`src/rtl/mod_arith_pkg.sv`:
```
// rtl/mod_arith_pkg.sv - shared types, constants and helpers for the residue-arithmetic datapath
package mod_arith_pkg;

   localparam int N_BIT_DEF = 7;
   localparam int K_DEF     = 3;

   typedef logic [N_BIT_DEF-1:0] residue_t;

   // Stage-1 record: the low bits of a - b plus the borrow carry the full
   // N_BIT+1 difference, so the sign bit is held only once.
   typedef struct packed {
      residue_t d;
      residue_t e;
      logic     borrow;
      logic     err;
      logic     v;
   } s1_rec_t;

   function automatic int unsigned mod_m(input int unsigned n_bit, input int unsigned k);
      return (32'd1 << n_bit) - k;
   endfunction

endpackage

```
`src/rtl/mod_sub_core.sv`:
```
// rtl/mod_sub_core.sv - combinational difference, wrapped difference and operand range check
module mod_sub_core
   import mod_arith_pkg::*;
#(
   parameter int N_BIT = N_BIT_DEF,
   parameter int K     = K_DEF
) (
   input  logic [N_BIT-1:0] a,
   input  logic [N_BIT-1:0] b,
   output logic [N_BIT-1:0] d,
   output logic [N_BIT-1:0] e,
   output logic             borrow,
   output logic             err
);

   localparam logic [N_BIT:0]   M_V = (N_BIT+1)'(mod_m(N_BIT, K));
   localparam logic [N_BIT-1:0] K_V = N_BIT'(K);

   logic [N_BIT:0] diff;

   // When a - b borrows, adding M is the same as subtracting K modulo 2^N_BIT.
   always_comb begin
      diff   = {1'b0, a} - {1'b0, b};
      d      = diff[N_BIT-1:0];
      borrow = diff[N_BIT];
      e      = diff[N_BIT-1:0] - K_V;
      err    = ({1'b0, a} >= M_V) | ({1'b0, b} >= M_V);
   end

endmodule

```
`src/rtl/mod_subtractor_pipe.sv`:
```
// rtl/mod_subtractor_pipe.sv - two-stage valid/ready pipeline computing (a - b) mod (2^N_BIT - K)
module mod_subtractor_pipe
   import mod_arith_pkg::*;
#(
   parameter int N_BIT = N_BIT_DEF,
   parameter int K     = K_DEF
) (
   input  logic             clk,
   input  logic             rst_n,
   input  logic             in_valid,
   output logic             in_ready,
   input  logic [N_BIT-1:0] a,
   input  logic [N_BIT-1:0] b,
   output logic             out_valid,
   input  logic             out_ready,
   output logic [N_BIT-1:0] r,
   output logic             out_err
);

   typedef struct packed {
      logic [N_BIT-1:0] d;
      logic [N_BIT-1:0] e;
      logic             borrow;
      logic             err;
      logic             v;
   } s1_t;

   s1_t              s1_q;
   logic [N_BIT-1:0] c_d;
   logic [N_BIT-1:0] c_e;
   logic             c_borrow;
   logic             c_err;
   logic             adv2;

   mod_sub_core #(
      .N_BIT (N_BIT),
      .K     (K)
   ) u_core (
      .a      (a),
      .b      (b),
      .d      (c_d),
      .e      (c_e),
      .borrow (c_borrow),
      .err    (c_err)
   );

   // S2 can take a new entry when empty or when its result leaves this edge;
   // out_ready -> in_ready is the only combinational path through the block.
   assign adv2     = !out_valid | out_ready;
   assign in_ready = !s1_q.v | adv2;

   // Stage 1: capture the core's outputs whenever S1 is free or draining into S2.
   always_ff @(posedge clk or negedge rst_n) begin
      if (!rst_n) begin
         s1_q <= '0;
      end else if (in_ready) begin
         s1_q.v <= in_valid;
         if (in_valid) begin
            s1_q.d      <= c_d;
            s1_q.e      <= c_e;
            s1_q.borrow <= c_borrow;
            s1_q.err    <= c_err;
         end
      end
   end

   // Stage 2: select the wrapped or plain difference; hold r/out_err while stalled.
   always_ff @(posedge clk or negedge rst_n) begin
      if (!rst_n) begin
         out_valid <= 1'b0;
         r         <= '0;
         out_err   <= 1'b0;
      end else if (adv2) begin
         out_valid <= s1_q.v;
         if (s1_q.v) begin
            out_err <= s1_q.err;
            if (s1_q.err)
               r <= '0;
            else if (s1_q.borrow)
               r <= s1_q.e;
            else
               r <= s1_q.d;
         end
      end
   end

endmodule

```
`config.mk`:
```
export PLATFORM = sky130hd
export DESIGN_NAME = mod_subtractor_pipe
export DESIGN_NICKNAME = d
export VERILOG_FILES = /design/src/rtl/mod_arith_pkg.sv /design/src/rtl/mod_sub_core.sv /design/src/rtl/mod_subtractor_pipe.sv
export SDC_FILE = /design/constraint.sdc
export NUM_CORES = 1
export LEC_CHECK = 0
export ABC_CLOCK_PERIOD_IN_PS = 1500
export BUFFER_PORTS_ARGS = -buffer_cell sky130_fd_sc_hd__buf_2
export CAP_MARGIN = 20
export CORE_ASPECT_RATIO = 1.4
export CORE_MARGIN = 2
export CORE_UTILIZATION = 38
export DETAILED_ROUTE_END_ITERATION = 8
export SETUP_SLACK_MARGIN = 0.15
export SLEW_MARGIN = 20
export SYNTH_ARGS = -nofsm -noshare
export SYNTH_HDL_FRONTEND = slang
export SYNTH_HIERARCHICAL = 1
export SYNTH_SLANG_ARGS = --single-unit
```
`constraint.sdc`:
```
create_clock -name clk -period 1.5 [get_ports clk]
set_input_delay 0.3 -clock clk [delete_from_list [all_inputs] [get_ports clk]]
set_output_delay 0.3 -clock clk [all_outputs]
set_load 0.01 [all_outputs]
```
==> results.json, run 1 <==
{
  "status": "finished, violations left",
  "violations": "design-rule violations, negative setup slack",
  "holdBufCountCts": 0,
  "arrival_ns": 1.92,
  "grt_usage_pct": 15.8,
  "grt_start_max_net_pins": 27,
  "antenna_found_initial": 0,
  "final_cells": 221,
  "postSynthAreaPerCell_um2": 12.2,
  "num_io_pins": 28,
  "die_w_um": 58.7,
  "n_antenna_cell": 0,
  "final_cell_mix": "26 x dfrtp_1, 25 x buf_2, 15 x buf_4",
  "synth-simple-area-share_pct": 11.8,
  "skew_ns": 0.00271,
  "synth-adder-area-share_pct": 7.54,
  "slew_headroom_pct": 62.2,
  "drcViolationCount": 1,
  "r2r_end": "s1_q[2]$_DFFE_PN0P_",
  "cp-end-kind": "flip-flop",
  "core_mm2": 0.00399,
  "synthXorXnorAreaFrac_pct": 5.58,
  "crit_required_ns": 1.66,
  "nNetsFinal": 206,
  "hpwl_um": 2570,
  "yosys.area.top_type": "dfrtp_1",
  "synth_cell_types": 41,
  "pre_cts_ws_ns": -0.640,
  "stdcell_area_mm2": 0.00215,
  "dr.pass1.iters": 6,
  "rsz0062_at_grt": "yes",
  "cp-start-kind": "input pin",
  "worst_pin_slew_ns": 0.567,
  "slew_violations": 0,
  "hold_viol": 0,
  "ys_warn_count": 6,
  "reg2reg_setup_slack_ns": 0.20,
  "rr_startpoint": "s1_q[0]$_DFFE_PN0P_",
  "place_inst": 214,
  "finalPower_uw": 2520,
  "totalWireLength_um": 3250,
  "layout_commonest_cell": "dfrtp_1",
  "fin_ws_ns": -0.260,
  "muxShareOfSynthArea_pct": 18.8,
  "leakage_uw": 0.00100,
  "synth_top_family_by_area": "multiplexers",
  "synth_area_leaders": "dfrtp_1 41%, mux2_4 9.4%, ha_1 6.3%",
  "vias_per_cell": 5.19,
  "p_comb_share_pct": 40.6,
  "clk_pin_slew_ns": 0.08,
  "gp_congestion": 0.747,
  "grt_pass1_wl_um": 5600,
  "cts_buffers": 3,
  "start_util_pct": 40.0,
  "finalCriticalPeriod_ns": 1.76,
  "power_frac_clock_pct": 17.6,
  "holdWs_ns": 0.0162,
  "cts_tree": "done",
  "hp-class": "in2async",
  "grt_pass1_vias": 1233,
  "synth_area_mm2": 0.00159,
  "p_int_uw": 1740,
  "cp_max_fo": 3,
  "first_iter_violations": 11,
  "period_share_pct": 117,
  "seq_area_frac_synth_pct": 40.8,
  "n_fill_cell": 363,
  "ys_seq_elements": 26,
  "die_h_um": 80.6,
  "setup_violations": 7,
  "ir_drop_v": 0.000413,
  "cts_sinks": 26,
  "max_freq_mhz": 568,
  "worstRegToRegCells": 3,
  "drtAntennaViolNets": 0,
  "dieArea_mm2": 0.00473,
  "synthCells": 131,
  "drive_gt1_share_pct": 56.2,
  "row_count": 27,
  "place_area_mm2": 0.00198,
  "cts.path.max_buffers": 2,
  "synth_fp_nets": 158,
  "root_buffer": "clkbuf_8",
  "power_switching_uw": 779,
  "drv_cap": 0,
  "synth_compound_area_share_pct": 11.1,
  "seqPwrFrac_pct": 41.8,
  "vias": 1147,
  "yosysTopAreaCellShare_pct": 40.8,
  "powerDensity_mw_per_mm2": 1170,
  "areaGrowthSynthToFinish_pct": 34.9,
  "clock_latency_ns": 0.27,
  "switching_share_pct": 30.9,
  "grt_overflow": 0,
  "wl_per_cell_um": 14.7,
  "io_buffers": 27,
  "htree_levels": 1,
  "critPathKind": "in2reg"
}
[power groups by stage]
| stage | Clock [µW] | Combinational, µW | Sequential [µW] |
|---|---|---|---|
| after global routing | 493 | 1120 | 1080 |
| after global placement | 0 | 912 | 1060 |
| after detailed placement | 0 | 937 | 1070 |
| final | 443 | 1020 | 1050 |
| after floorplan | 0 | 637 | 1050 |
| after CTS | 461 | 1010 | 1060 |
[worst max-delay path, cell delays in order]
cell and delay, ns:
buf_12 0.11, inv_12 0.04, ha_4 0.11, inv_2 0.03
fa_2 0.39, nand3_2 0.09, and2_4 0.16, xnor2_4 0.12
inv_2 0.07, buf_4 0.14, buf_6 0.10, mux2_4 0.25
[layout make-up]
cell class              instances  area [µm²]  area share, %
well taps                      43        53.8           2.50
multi-input cells              91        1030           47.9
flip-flops and latches         26         651           30.3
repair buffers                 45         303           14.1
inverters                      12        57.6           2.68
clock buffers                   4        55.1           2.56
[stage by stage]
step	util [%]	setup TNS [ns]
2_1_floorplan	-	-2.13
3_3_place_gp	49.7	-5.18
5_1_grt	53.9	-1.73
3_5_place_dp	49.7	-5.50
6_report	53.9	-1.36
4_1_cts	53.2	-1.12
[worst max path at each step]
stage	slack, ns	to	startpoint	cells past startpoint
after global placement	-0.62	s1_q[9]$_DFFE_PN0P_	a[0]	10
after CTS	-0.25	s1_q[8]$_DFFE_PN0P_	a[0]	12
after detailed placement	-0.64	s1_q[9]$_DFFE_PN0P_	a[0]	10
after global routing	-0.30	s1_q[8]$_DFFE_PN0P_	a[0]	12
final	-0.26	s1_q[14]$_DFFE_PN0P_	a[0]	12
after floorplan	-0.41	s1_q[9]$_DFFE_PN0P_	a[0]	10
[cell usage after synthesis (all sizes together)]
| master | n |
|---|---|
| dfrtp | 26 |
| mux2 | 17 |
| inv | 12 |
| ha | 8 |
| nor2 | 8 |
| mux2i | 7 |
| o2bb2ai | 7 |
| xnor2 | 6 |
| a21oi | 4 |
| nand2 | 4 |
| nand2b | 3 |
| nand3b | 3 |
| o21ai | 3 |
| nor3 | 2 |
| o211ai | 2 |
| xor2 | 2 |
| a211oi | 1 |
| a21o | 1 |
| and2 | 1 |
| buf | 1 |
| clkbuf | 1 |
| fa | 1 |
| nand3 | 1 |
| nand4 | 1 |
| nor2b | 1 |
| o2111ai | 1 |
| o21a | 1 |
| o22ai | 1 |
| o311a | 1 |
| or2 | 1 |
| or2b | 1 |
| or3 | 1 |
| or4 | 1 |
[kinds of logic after synthesis]
kind of cell,Yosys count
flops,26
simple gates,28
fa+ha+maj,9
xor+xnor,8
buf+inv,14
compound gates,22
mux,24
[sequential cells by signal, summed over array words and instances (netlist names)]
signal     flops
r              7
out_err        1
out_valid      1
s1_q          17
[metal layers]
metal,global-route usage (%),part of all wire (%)
met1,17.2,39
met2,29.4,55
met3,1.45,2.9
met4,8.18,2.5
met5,0,0
[repair_timing]
item | 4_1_cts | 5_1_grt
pin swaps | 13 | 11
gates cloned | 0 | 0
buffers inserted | 2 | 1
endpoints found under the setup margin | 12 | 12
endpoints found under the hold margin | 0 | 0
gates resized for setup | 17 | 3
No activity file was read; power rests on OpenSTA's default activity.
==> run 2, diff against run 1 <==
--- a/config.mk
+++ b/config.mk
@@ -9,7 +9,7 @@
 export BUFFER_PORTS_ARGS = -buffer_cell sky130_fd_sc_hd__buf_2
 export CAP_MARGIN = 20
 export CORE_ASPECT_RATIO = 1.4
-export CORE_MARGIN = 2
+export CORE_MARGIN = 1.5
 export CORE_UTILIZATION = 38
 export DETAILED_ROUTE_END_ITERATION = 8
 export SETUP_SLACK_MARGIN = 0.15
==> results.json, run 2 (same netlist as run 1, synthesis figures left out) <==
{
  "worst_pin_slew_ns": 0.572,
  "layout_commonest_cell": "dfrtp_1",
  "start_util_pct": 40.0,
  "cp-start-kind": "input pin",
  "dieArea_mm2": 0.00459,
  "top_regs": "s1_q x17, r x7",
  "period_share_pct": 116,
  "hp-class": "in2async",
  "status": "finished, violations left",
  "ir_drop_v": 0.000392,
  "gp_congestion": 0.740,
  "vias_per_cell": 5.25,
  "row_count": 27,
  "hold_viol": 0,
  "totalWireLength_um": 3210,
  "clk_pin_slew_ns": 0.08,
  "drv_cap": 0,
  "cp_max_fo": 3,
  "grt_start_max_net_pins": 27,
  "vias": 1160,
  "holdWs_ns": 0.0171,
  "first_iter_violations": 7,
  "clock_latency_ns": 0.27,
  "crit_required_ns": 1.66,
  "grt_pass1_wl_um": 5820,
  "slew_violations": 0,
  "grt_overflow": 0,
  "drtAntennaViolNets": 0,
  "top_register": "s1_q",
  "wl_per_cell_um": 14.5,
  "grt_usage_pct": 16.0,
  "final_cell_mix": "26 x dfrtp_1, 25 x buf_2, 16 x buf_4",
  "drcViolationCount": 2,
  "io_buffers": 27,
  "powerDensity_mw_per_mm2": 1150,
  "rsz0062_at_grt": "yes",
  "dr.pass1.iters": 5,
  "fin_ws_ns": -0.244,
  "root_buffer": "clkbuf_8",
  "drive_gt1_share_pct": 56.7,
  "hpwl_um": 2510,
  "cp-end-kind": "flip-flop",
  "finalPower_uw": 2470,
  "arrival_ns": 1.90,
  "holdBufCountCts": 0,
  "critPathKind": "in2reg",
  "nNetsFinal": 207,
  "n_antenna_cell": 0,
  "n_fill_cell": 359,
  "finalCriticalPeriod_ns": 1.74,
  "areaGrowthSynthToFinish_pct": 35.1,
  "pre_cts_ws_ns": -0.639,
  "num_io_pins": 28,
  "max_freq_mhz": 573,
  "violations": "design-rule violations, negative setup slack",
  "setup_violations": 8,
  "die_w_um": 57.7,
  "core_mm2": 0.00399,
  "slew_headroom_pct": 61.9,
  "reg2reg_setup_slack_ns": 0.21,
  "largest_register_ffs": 17,
  "die_h_um": 79.6,
  "skew_ns": 0.00175,
  "cts_buffers": 3,
  "cts.path.max_buffers": 2,
  "cts_tree": "done",
  "grt_pass1_vias": 1288,
  "antenna_found_initial": 0,
  "leakage_uw": 0.00102,
  "htree_levels": 1,
  "cts_sinks": 26
}
## run 2: cell count changes in the layout (fill, tap and decap cells not counted), sizes merged
cell / delta
clkbuf: -1
buf: +1
## run 2: through the flow
step	area [µm²]	util, %	instances	setup TNS (ns)
floorplan	1710	-	131	-2.13
global placement	1980	49.7	214	-5.18
detailed placement	1980	49.7	214	-5.46
CTS	2090	52.4	218	-1.22
global route	2150	54.0	221	-1.86
finish	2150	54.0	221	-1.45
## run 2: path summary, 6_finish.rpt
check / from / end / depth (start not counted)
worst max register to register: s1_q[0]$_DFFE_PN0P_ / s1_q[2]$_DFFE_PN0P_ / 3
min in group clk: in_valid / s1_q[0]$_DFFE_PN0P_ / 2
worst min-delay path: rst_n / s1_q[0]$_DFFE_PN0P_ / 1
worst max-delay path: a[0] / s1_q[7]$_DFFE_PN0P_ / 10
worst min register to register: r[4]$_DFFE_PN0P_ / r[4]$_DFFE_PN0P_ / 1
max in group asynchronous: rst_n / r[2]$_DFFE_PN0P_ / 1
## run 2: final cells by class
cell class              count  area [µm²]  share of cell area, %
flip-flops and latches     26         651                   30.2
repair buffers             46         310                   14.4
multi-input cells          91        1040                   48.3
inverters                  12        57.6                   2.67
clock buffers               3        41.3                   1.92
well taps                  43        53.8                   2.50
## run 2: power by group
group / switching (µW) / internal (µW) / leakage, µW
Combinational: 428 / 610 / 0.000684
Sequential: 144 / 913 / 0.000310
Clock: 200 / 180 / 0.0000216
## run 2: critical path: stages
cell and delay (ns):
buf_12 0.09, inv_12 0.03, ha_4 0.14, inv_2 0.05, fa_2 0.47, ha_4 0.19, buf_6 0.12, nor3_4 0.15
xnor2_2 0.09, mux2_4 0.26
## run 2: repair_timing
| item | 4_1_cts | 5_1_grt |
|---|---|---|
| pin swaps | 14 | 7 |
| setup endpoints to repair | 12 | 12 |
| buffers inserted | 1 | 3 |
| resized for setup | 14 | 7 |
## run 2: layer usage
metal,global-route usage [%],part of all wire (%),up-vias
li1,-,-,557
met1,19.1,40,570
met3,1.30,2.4,7
met2,28.9,55,26
met5,0,0,-
met4,6.74,2.6,0
==> run 3, diff against run 2 <==
--- a/config.mk
+++ b/config.mk
@@ -5,7 +5,7 @@
 export SDC_FILE = /design/constraint.sdc
 export NUM_CORES = 1
 export LEC_CHECK = 0
-export ABC_CLOCK_PERIOD_IN_PS = 1500
+export ABC_CLOCK_PERIOD_IN_PS = 2000
 export BUFFER_PORTS_ARGS = -buffer_cell sky130_fd_sc_hd__buf_2
 export CAP_MARGIN = 20
 export CORE_ASPECT_RATIO = 1.4
==> constraint.sdc (replaced) <==
create_clock -name clk -period 2 [get_ports clk]
set_input_delay 0.4 -clock clk [delete_from_list [all_inputs] [get_ports clk]]
set_output_delay 0.4 -clock clk [all_outputs]
set_load 0.01 [all_outputs]
==> results.json, run 3 (same netlist as run 1, synthesis figures left out) <==
{
  "htree_levels": 1,
  "start_util_pct": 40.0,
  "worstPathCellList": "buf_12 -> inv_12 -> ha_4 -> inv_2 -> fa_2 -> nand3_2 -> and2_4 -> xnor2_4 -> o2111ai_2 -> xnor2_1 -> mux2_4",
  "finalCriticalPeriod_ns": 1.83,
  "vias_per_cell": 5.18,
  "crit_required_ns": 2.16,
  "seqPwrFrac_pct": 42.9,
  "vias": 1156,
  "cts.path.max_buffers": 2,
  "finalSetupTns_ns": 0,
  "hold_viol": 0,
  "dieArea_mm2": 0.00459,
  "hp-class": "in2async",
  "cp_max_fo": 3,
  "grt_usage_pct": 14.6,
  "die_h_um": 79.6,
  "drtAntennaViolNets": 0,
  "cts_sinks": 26,
  "drive_gt1_share_pct": 51.1,
  "die_w_um": 57.7,
  "layout_commonest_cell": "dfrtp_1",
  "totalWireLength_um": 3030,
  "p_int_uw": 1280,
  "cp_top_family": "adder cells",
  "grt_pass1_wl_um": 5170,
  "leakage_uw": 0.00101,
  "critPathKind": "in2reg",
  "cts_buffers": 3,
  "arrival_ns": 1.99,
  "num_io_pins": 28,
  "ir_drop_v": 0.000274,
  "top_regs": "s1_q x17, r x7",
  "clock_latency_ns": 0.27,
  "cp-end-kind": "flip-flop",
  "register_area_um2": 651,
  "multi_input_area_um2": 956,
  "worst_pin_slew_ns": 0.568,
  "place_area_mm2": 0.00197,
  "skew_ns": 0.00229,
  "largest_register_ffs": 17,
  "startpoint": "a[0]",
  "fin_ws_ns": 0.167,
  "nNetsFinal": 208,
  "p_comb_share_pct": 39.0,
  "grt_start_max_net_pins": 27,
  "antenna_found_initial": 0,
  "drv_cap": 0,
  "grt_overflow": 0,
  "grt_pass1_vias": 1158,
  "place_inst": 218,
  "period_share_pct": 91.7,
  "critPathBufInv": 3,
  "areaGrowthSynthToFinish_pct": 30.8,
  "status": "finished, violations left",
  "cp-start-kind": "input pin",
  "cp_slowest_stage_delay_ns": 0.36,
  "powerDensity_mw_per_mm2": 880,
  "first_iter_violations": 22,
  "setup_violations": 0,
  "final_cells": 223,
  "clk_pin_slew_ns": 0.09,
  "critPathSlowestCell": "fa_2",
  "slew_headroom_pct": 62.1,
  "n_antenna_cell": 0,
  "utilization_pct": 52.3,
  "max_freq_mhz": 545,
  "n_fill_cell": 363,
  "switching_share_pct": 30.3,
  "final_cell_mix": "26 x dfrtp_1, 25 x buf_2, 19 x buf_4",
  "rsz0062_at_grt": "yes",
  "top_register": "s1_q",
  "gp_congestion": 0.730,
  "rr_startpoint": "s1_q[0]$_DFFE_PN0P_",
  "power_switching_uw": 555,
  "hpwl_um": 2400,
  "core_mm2": 0.00399,
  "root_buffer": "clkbuf_8",
  "power_frac_clock_pct": 18.2,
  "slew_violations": 0,
  "drcViolationCount": 4,
  "wl_per_cell_um": 13.6,
  "stdcell_area_mm2": 0.00208,
  "row_count": 27,
  "pre_cts_ws_ns": -0.246,
  "violations": "design-rule violations",
  "dr.pass1.iters": 6,
  "io_buffers": 27,
  "cts_tree": "done"
}
run 3: changes by cell type in the layout (fill, tap and decap cells not counted), moves of 2 or more:
| cell | previous run | this run |
|---|---|---|
| buf_4 | 16 | 19 |
| buf_6 | 4 | 2 |
| ha_1 | 1 | 5 |
| ha_4 | 6 | 3 |
| inv_1 | 6 | 9 |
| inv_2 | 5 | 2 |
| xnor2_1 | 2 | 5 |
| xnor2_2 | 3 | 0 |
run 3: power by group through the flow:
| stage | clock network, µW | logic [µW] | registers (µW) |
|---|---|---|---|
| final | 333 | 714 | 786 |
| after global routing | 366 | 787 | 810 |
| after CTS | 339 | 696 | 787 |
| after detailed placement | 0 | 687 | 797 |
| after global placement | 0 | 676 | 793 |
| after floorplan | 0 | 462 | 791 |
run 3: repair_timing:
item,in CTS,in global routing
setup endpoints to repair,3,3
hold buffers,0,0
pin swaps,4,3
setup buffers,0,1
gates resized for setup,3,10
run 3: area by class of cell:
cell class | count | area share (%)
multi-input cells | 91 | 45.9
flip-flops and latches | 26 | 31.2
repair buffers | 47 | 14.9
inverters | 12 | 2.76
clock buffers | 4 | 2.64
well taps | 43 | 2.58
run 3: routing by layer:
metal	up-vias	part of all wire, %	global-route usage [%]
li1	566	-	-
met1	558	42	17.0
met2	27	53	26.0
met3	5	2.7	1.46
met4	0	2.1	6.98
met5	-	0	0
run 3: worst paths after layout:
kind                                             to  slack, ns  cells after the start
worst max-delay path            s1_q[9]$_DFFE_PN0P_       0.17                     11
worst min-delay path            s1_q[0]$_DFFE_PN0P_       0.12                      1
worst max register to register  s1_q[1]$_DFFE_PN0P_       0.72                      3
worst min register to register     r[4]$_DFFE_PN0P_       0.49                      1
max in group asynchronous       s1_q[5]$_DFFE_PN0P_       1.51                      1
min in group clk                s1_q[0]$_DFFE_PN0P_       0.37                      2
run 3: through the flow:
step | hold WS [ns] | total power, µW
2_1_floorplan | 0.104 | 1250
3_3_place_gp | 0.418 | 1470
3_5_place_dp | 0.431 | 1480
4_1_cts | 0.137 | 1820
5_1_grt | 0.156 | 1960
6_report | 0.116 | 1830
